===== src/rtl/cu_sequencer.sv =====
// -----------------------------------------------------------------------------
// cu_sequencer
//
// Microprogrammed control sequencer for the image-processing processor.
// Runs a fetch / decode / execute state machine and drives the datapath
// control lines cycle by cycle.
//
// Ports
//   clk          in   1  rising-edge clock
//   rst          in   1  asynchronous active-high reset
//   run          in   1  start request, honoured only in IDLE
//   IR_Input     in   8  instruction register contents (opcode), used at DEC
//   flag         in   1  ALU zero flag, consulted in E0 of JMPZ
//   mem_ready    in   1  memory completes the current read/write this cycle
//   C_Bus_CU     out  5  C-bus destination code
//   B_Bus_CU     out  5  B-bus source code
//   ALU_CU       out  4  ALU opcode
//   Reg_Inc_CU   out  3  bit0 PC+1, bit1 AR+1, bit2 AC clear
//   DATA_Con_CU  out  3  000 idle, 001 read, 010 write
//   IR_Load      out  1  load IR from DR
//   halted       out  1  high in HALT
//   illegal      out  1  one-cycle pulse in E0 of an undefined opcode
// -----------------------------------------------------------------------------
module cu_sequencer (
  input  logic       clk,
  input  logic       rst,
  input  logic       run,
  input  logic [7:0] IR_Input,
  input  logic       flag,
  input  logic       mem_ready,
  output logic [4:0] C_Bus_CU,
  output logic [4:0] B_Bus_CU,
  output logic [3:0] ALU_CU,
  output logic [2:0] Reg_Inc_CU,
  output logic [2:0] DATA_Con_CU,
  output logic       IR_Load,
  output logic       halted,
  output logic       illegal
);

  typedef enum logic [2:0] {
    S_IDLE = 3'd0,
    S_F0   = 3'd1,
    S_F1   = 3'd2,
    S_F2   = 3'd3,
    S_DEC  = 3'd4,
    S_E0   = 3'd5,
    S_E1   = 3'd6,
    S_HALT = 3'd7
  } state_t;

  // Opcodes
  localparam logic [7:0] OP_NOP   = 8'h00;
  localparam logic [7:0] OP_LOAD  = 8'h01;
  localparam logic [7:0] OP_STORE = 8'h02;
  localparam logic [7:0] OP_ADD   = 8'h03;
  localparam logic [7:0] OP_SUB   = 8'h04;
  localparam logic [7:0] OP_JMPZ  = 8'h05;
  localparam logic [7:0] OP_INCAR = 8'h06;
  localparam logic [7:0] OP_CLRAC = 8'h07;
  localparam logic [7:0] OP_HALT  = 8'hFF;

  // Register codes shared by both buses
  localparam logic [4:0] R_PC = 5'd1;
  localparam logic [4:0] R_AR = 5'd2;
  localparam logic [4:0] R_DR = 5'd3;
  localparam logic [4:0] R_AC = 5'd4;
  localparam logic [4:0] R_R1 = 5'd5;

  // ALU codes
  localparam logic [3:0] ALU_PASS = 4'd0;
  localparam logic [3:0] ALU_ADD  = 4'd1;
  localparam logic [3:0] ALU_SUB  = 4'd2;

  // Memory control codes
  localparam logic [2:0] MEM_IDLE  = 3'b000;
  localparam logic [2:0] MEM_READ  = 3'b001;
  localparam logic [2:0] MEM_WRITE = 3'b010;

  state_t     state_q, state_d;
  logic [7:0] op_q, op_d;

  // State and latched opcode registers
  always_ff @(posedge clk or posedge rst) begin
    if (rst) begin
      state_q <= S_IDLE;
      op_q    <= OP_NOP;
    end else begin
      state_q <= state_d;
      op_q    <= op_d;
    end
  end

  // Next-state logic; the opcode is captured only in DEC
  always_comb begin
    state_d = state_q;
    op_d    = op_q;
    case (state_q)
      S_IDLE: begin
        if (run) state_d = S_F0;
        else     state_d = S_IDLE;
      end
      S_F0: state_d = S_F1;
      S_F1: begin
        if (mem_ready) state_d = S_F2;
        else           state_d = S_F1;
      end
      S_F2: state_d = S_DEC;
      S_DEC: begin
        op_d    = IR_Input;
        state_d = S_E0;
      end
      S_E0: begin
        case (op_q)
          OP_LOAD: begin
            if (mem_ready) state_d = S_E1;
            else           state_d = S_E0;
          end
          OP_STORE: state_d = S_E1;
          OP_HALT:  state_d = S_HALT;
          default:  state_d = S_F0;
        endcase
      end
      S_E1: begin
        if (op_q == OP_STORE && !mem_ready) state_d = S_E1;
        else                                state_d = S_F0;
      end
      S_HALT:  state_d = S_HALT;
      default: state_d = S_IDLE;
    endcase
  end

  // Control word decode from state and latched opcode. mem_ready gates the
  // PC increment in F1 so it fires exactly once per fetch; flag selects the
  // PC<-AR transfer in E0 of JMPZ.
  always_comb begin
    C_Bus_CU    = 5'd0;
    B_Bus_CU    = 5'd0;
    ALU_CU      = ALU_PASS;
    Reg_Inc_CU  = 3'b000;
    DATA_Con_CU = MEM_IDLE;
    IR_Load     = 1'b0;
    halted      = 1'b0;
    illegal     = 1'b0;
    case (state_q)
      S_F0: begin
        B_Bus_CU = R_PC;
        C_Bus_CU = R_AR;
        ALU_CU   = ALU_PASS;
      end
      S_F1: begin
        DATA_Con_CU = MEM_READ;
        if (mem_ready) Reg_Inc_CU = 3'b001;
        else           Reg_Inc_CU = 3'b000;
      end
      S_F2: IR_Load = 1'b1;
      S_E0: begin
        case (op_q)
          OP_NOP:  illegal = 1'b0;
          OP_LOAD: DATA_Con_CU = MEM_READ;
          OP_STORE: begin
            B_Bus_CU = R_AC;
            C_Bus_CU = R_DR;
          end
          OP_ADD: begin
            B_Bus_CU = R_R1;
            C_Bus_CU = R_AC;
            ALU_CU   = ALU_ADD;
          end
          OP_SUB: begin
            B_Bus_CU = R_R1;
            C_Bus_CU = R_AC;
            ALU_CU   = ALU_SUB;
          end
          OP_JMPZ: begin
            if (flag) begin
              B_Bus_CU = R_AR;
              C_Bus_CU = R_PC;
            end else begin
              B_Bus_CU = 5'd0;
              C_Bus_CU = 5'd0;
            end
          end
          OP_INCAR: Reg_Inc_CU = 3'b010;
          OP_CLRAC: Reg_Inc_CU = 3'b100;
          OP_HALT:  illegal = 1'b0;
          default:  illegal = 1'b1;
        endcase
      end
      S_E1: begin
        case (op_q)
          OP_LOAD: begin
            B_Bus_CU = R_DR;
            C_Bus_CU = R_AC;
            ALU_CU   = ALU_PASS;
          end
          OP_STORE: DATA_Con_CU = MEM_WRITE;
          default:  DATA_Con_CU = MEM_IDLE;
        endcase
      end
      S_HALT:  halted = 1'b1;
      default: halted = 1'b0;
    endcase
  end

endmodule


===== config.mk =====
export PLATFORM = sky130hd
export DESIGN_NAME = cu_sequencer
export DESIGN_NICKNAME = d
export VERILOG_FILES = /design/src/rtl/cu_sequencer.sv
export SDC_FILE = /design/constraint.sdc
export NUM_CORES = 1
export LEC_CHECK = 0
export CORE_MARGIN = 3
export CORE_UTILIZATION = 36
export DETAILED_ROUTE_END_ITERATION = 10
export GPL_TIMING_DRIVEN = 0
export PLACE_DENSITY = 0.69
export SLEW_MARGIN = 20
export SYNTH_ARGS = -nofsm -noshare
export SYNTH_HDL_FRONTEND = slang
export SYNTH_SLANG_ARGS = --single-unit

===== constraint.sdc =====
create_clock -name clk -period 2.6 [get_ports clk]
set_clock_uncertainty 0.2 [all_clocks]
set_input_delay 0.52 -clock clk [delete_from_list [all_inputs] [get_ports clk]]
set_output_delay 0.52 -clock clk [all_outputs]
set_load 0.02 [all_outputs]

==> impl_metrics.tcl <==
set metrics [dict create \
    antenna_found_initial 0 \
    power_density_nw_per_um2 1000 \
    maxSlewViolCount 0 \
    arrival_ps 1800 \
    num_antenna_cells 0 \
    yosysWarnings 0 \
    yosysSeqAreaShare_pct 32.2 \
    hold_path.class "in -> async" \
    grt_pass1_vias 712 \
    cp_top_family "simple AND/OR/NAND/NOR gates" \
    peakVddDrop_uv 628 \
    avgSynthCellArea_um2 8.55 \
    total_leakage_power_nw 0.540 \
    rows 17 \
    drive_above_1_share_pct 35.0 \
    period_needed_ps 2520 \
    worst_path_largest_cell_delay_ps 420 \
    dp.cells 162 \
    vias 824 \
    reg2reg_to "op_q[0]$_DFFE_PP0P_" \
    reg2reg_from "state_q[1]$_DFF_PP0_" \
    path_cells "nor4_4 -> and2b_2 -> nand2_1 -> nor3_1 -> buf_2" \
    grt_pass1_wl_um 3080 \
    cts_max_level 1 \
    place_congestion 0.787 \
    die_h_um 54.7 \
    postRouteWirelength_um 2020 \
    syn_area_um2 855 \
    nets 154 \
    max-clock-path-buffers 2 \
    grtUsageTotal_pct 14.2 \
    cts_tree "yes" \
    end_kind "output port" \
    die-area_um2 2990 \
    holdBufCountCts 0 \
    fin_cells 168 \
    final_hold_viol_count 0 \
    crit_cells 5 \
    core_um2 2230 \
    outcome "finished clean" \
    clockRootBuffer "clkbuf_4" \
    criticalPathCategory "reg -> out" \
    boundaryPins 36 \
    drc 0 \
    synth_cell_types 37 \
    crit_required_ps 1880 \
    post-route-period-util_pct 96.9 \
    drt-initial-drc-count 14 \
    antenna_left 0 \
    grt_start_max_net_pins 12 \
    start_util_pct 38.3 \
    rrSetupSlack_ps 800 \
    hpwl_um 1510 \
    crit_path_start_kind "register" \
    setup_viol 0 \
    synthCells 100 \
    areaGrowthSynthToFinish_pct 41.3 \
    post-route-util_pct 54.1 \
    vias_per_cell 4.90 \
    crit_fanout 4 \
    grt-ovfl-total 0 \
    layout_common_cells "14 x clkdlybuf4s50_1, 13 x buf_4, 11 x dfrtp_1, 10 x nor2_1, 8 x mux2_2" \
    crit_slowest_cell "dfrtp_1" \
    ys.flop_type "dfrtp_1" \
    path_clk_slew_ps 70 \
    cts_buffers 3 \
    clock_latency_ps 270 \
    cts_sinks 11 \
    final_common_cell "clkdlybuf4s50_1" \
    ys_ff_latch 11 \
    timing.fmax_ghz 0.397 \
    reg2reg_depth 5 \
    first_pass_iters 4 \
    synth-edff-count 0 \
    async_flop_share_pct 100 \
    maxCapViolCount 0 \
    io_buffers 28 \
    wl_per_cell_um 12.0 \
    critPathBufInv 1 \
    die_w_um 54.7 \
]
==> per-stage QoR <==
stage               hold slack (ps)  setup WS (ps)  setup TNS, ps  area, um2  total power (W)
finish                          341           81.9              0       1210          0.00121
detailed placement              348           -168          -1000       1190          0.00107
global route                    386          -21.3          -35.3       1210          0.00132
global placement                338           -150           -769       1190          0.00106
floorplan                       172            281              0        877         0.000860
CTS                             354          0.593              0       1210          0.00119
==> state kept, by name, indices dropped and copies added, names as in the netlist <==
signal and count:
state_q 3, op_q 8
==> cell type report <==
class	instances	area (um2)
Buffer	12	82.6
Timing Repair Buffer	31	249
Inverter	5	18.8
Sequential cell	11	275
Multi-Input combinational cell	77	520
Tap cell	28	35.0
Clock buffer	4	26.3
Fill cell	234	1030
==> report_power, final <==
group	switching [W]	internal (W)
registers	0.0000921	0.000260
clock network	0.0000552	0.0000593
logic	0.000398	0.000347
==> timing repair <==
action                     4_1_cts  5_1_grt
gates resized for setup         38       16
setup buffers                    0        3
pin swaps                        0        1
setup endpoints to repair       16       11
==> synthesized netlist by cell type (2+ instances only) <==
cell type | n | area share (%)
a21oi_1 | 4 | 2.3
a31oi_1 | 4 | 2.9
and2_1 | 2 | 1.5
and2b_1 | 2 | 1.8
buf_2 | 2 | 1.2
buf_4 | 9 | 7.9
clkbuf_1 | 2 | 0.88
dfrtp_1 | 11 | 32
inv_1 | 5 | 2.2
mux2_2 | 8 | 11
nand2_1 | 6 | 2.6
nand2b_1 | 3 | 2.2
nand3_1 | 2 | 1.2
nand4_1 | 2 | 1.5
nor2_1 | 10 | 4.4
nor2b_1 | 2 | 1.5
nor3_1 | 5 | 2.9
o211ai_1 | 2 | 1.8
==> worst max-delay path by stage <==
stage / end / startpoint
floorplan: ALU_CU[0] / op_q[7]$_DFFE_PP0P_
global placement: ALU_CU[0] / op_q[7]$_DFFE_PP0P_
detailed placement: ALU_CU[0] / op_q[7]$_DFFE_PP0P_
CTS: C_Bus_CU[2] / op_q[7]$_DFFE_PP0P_
global route: halted / state_q[2]$_DFF_PP0_
finish: B_Bus_CU[1] / op_q[5]$_DFFE_PP0P_
==> layer usage <==
metal | global-route usage (%) | vias to the layer above | share of wire, %
li1 | - | 419 | -
met1 | 18.6 | 378 | 48
met2 | 22.4 | 25 | 44
met3 | 2.45 | 2 | 7.6
met4 | 6.22 | 0 | 0.84
met5 | 0 | - | 0
==> logic make-up (layout without fill, tap and decap cells) <==
logic type	Yosys count	in the layout	share of synthesized area (%)
muxes	9	9	11.7
AOI/OAI and AO/OA	17	17	14.5
other	1	7	0.439
DFF	11	11	32.2
and+or+nand+nor	44	44	29.0
buffers and inverters	18	52	12.2
No activity file was read; power rests on OpenSTA's default activity.
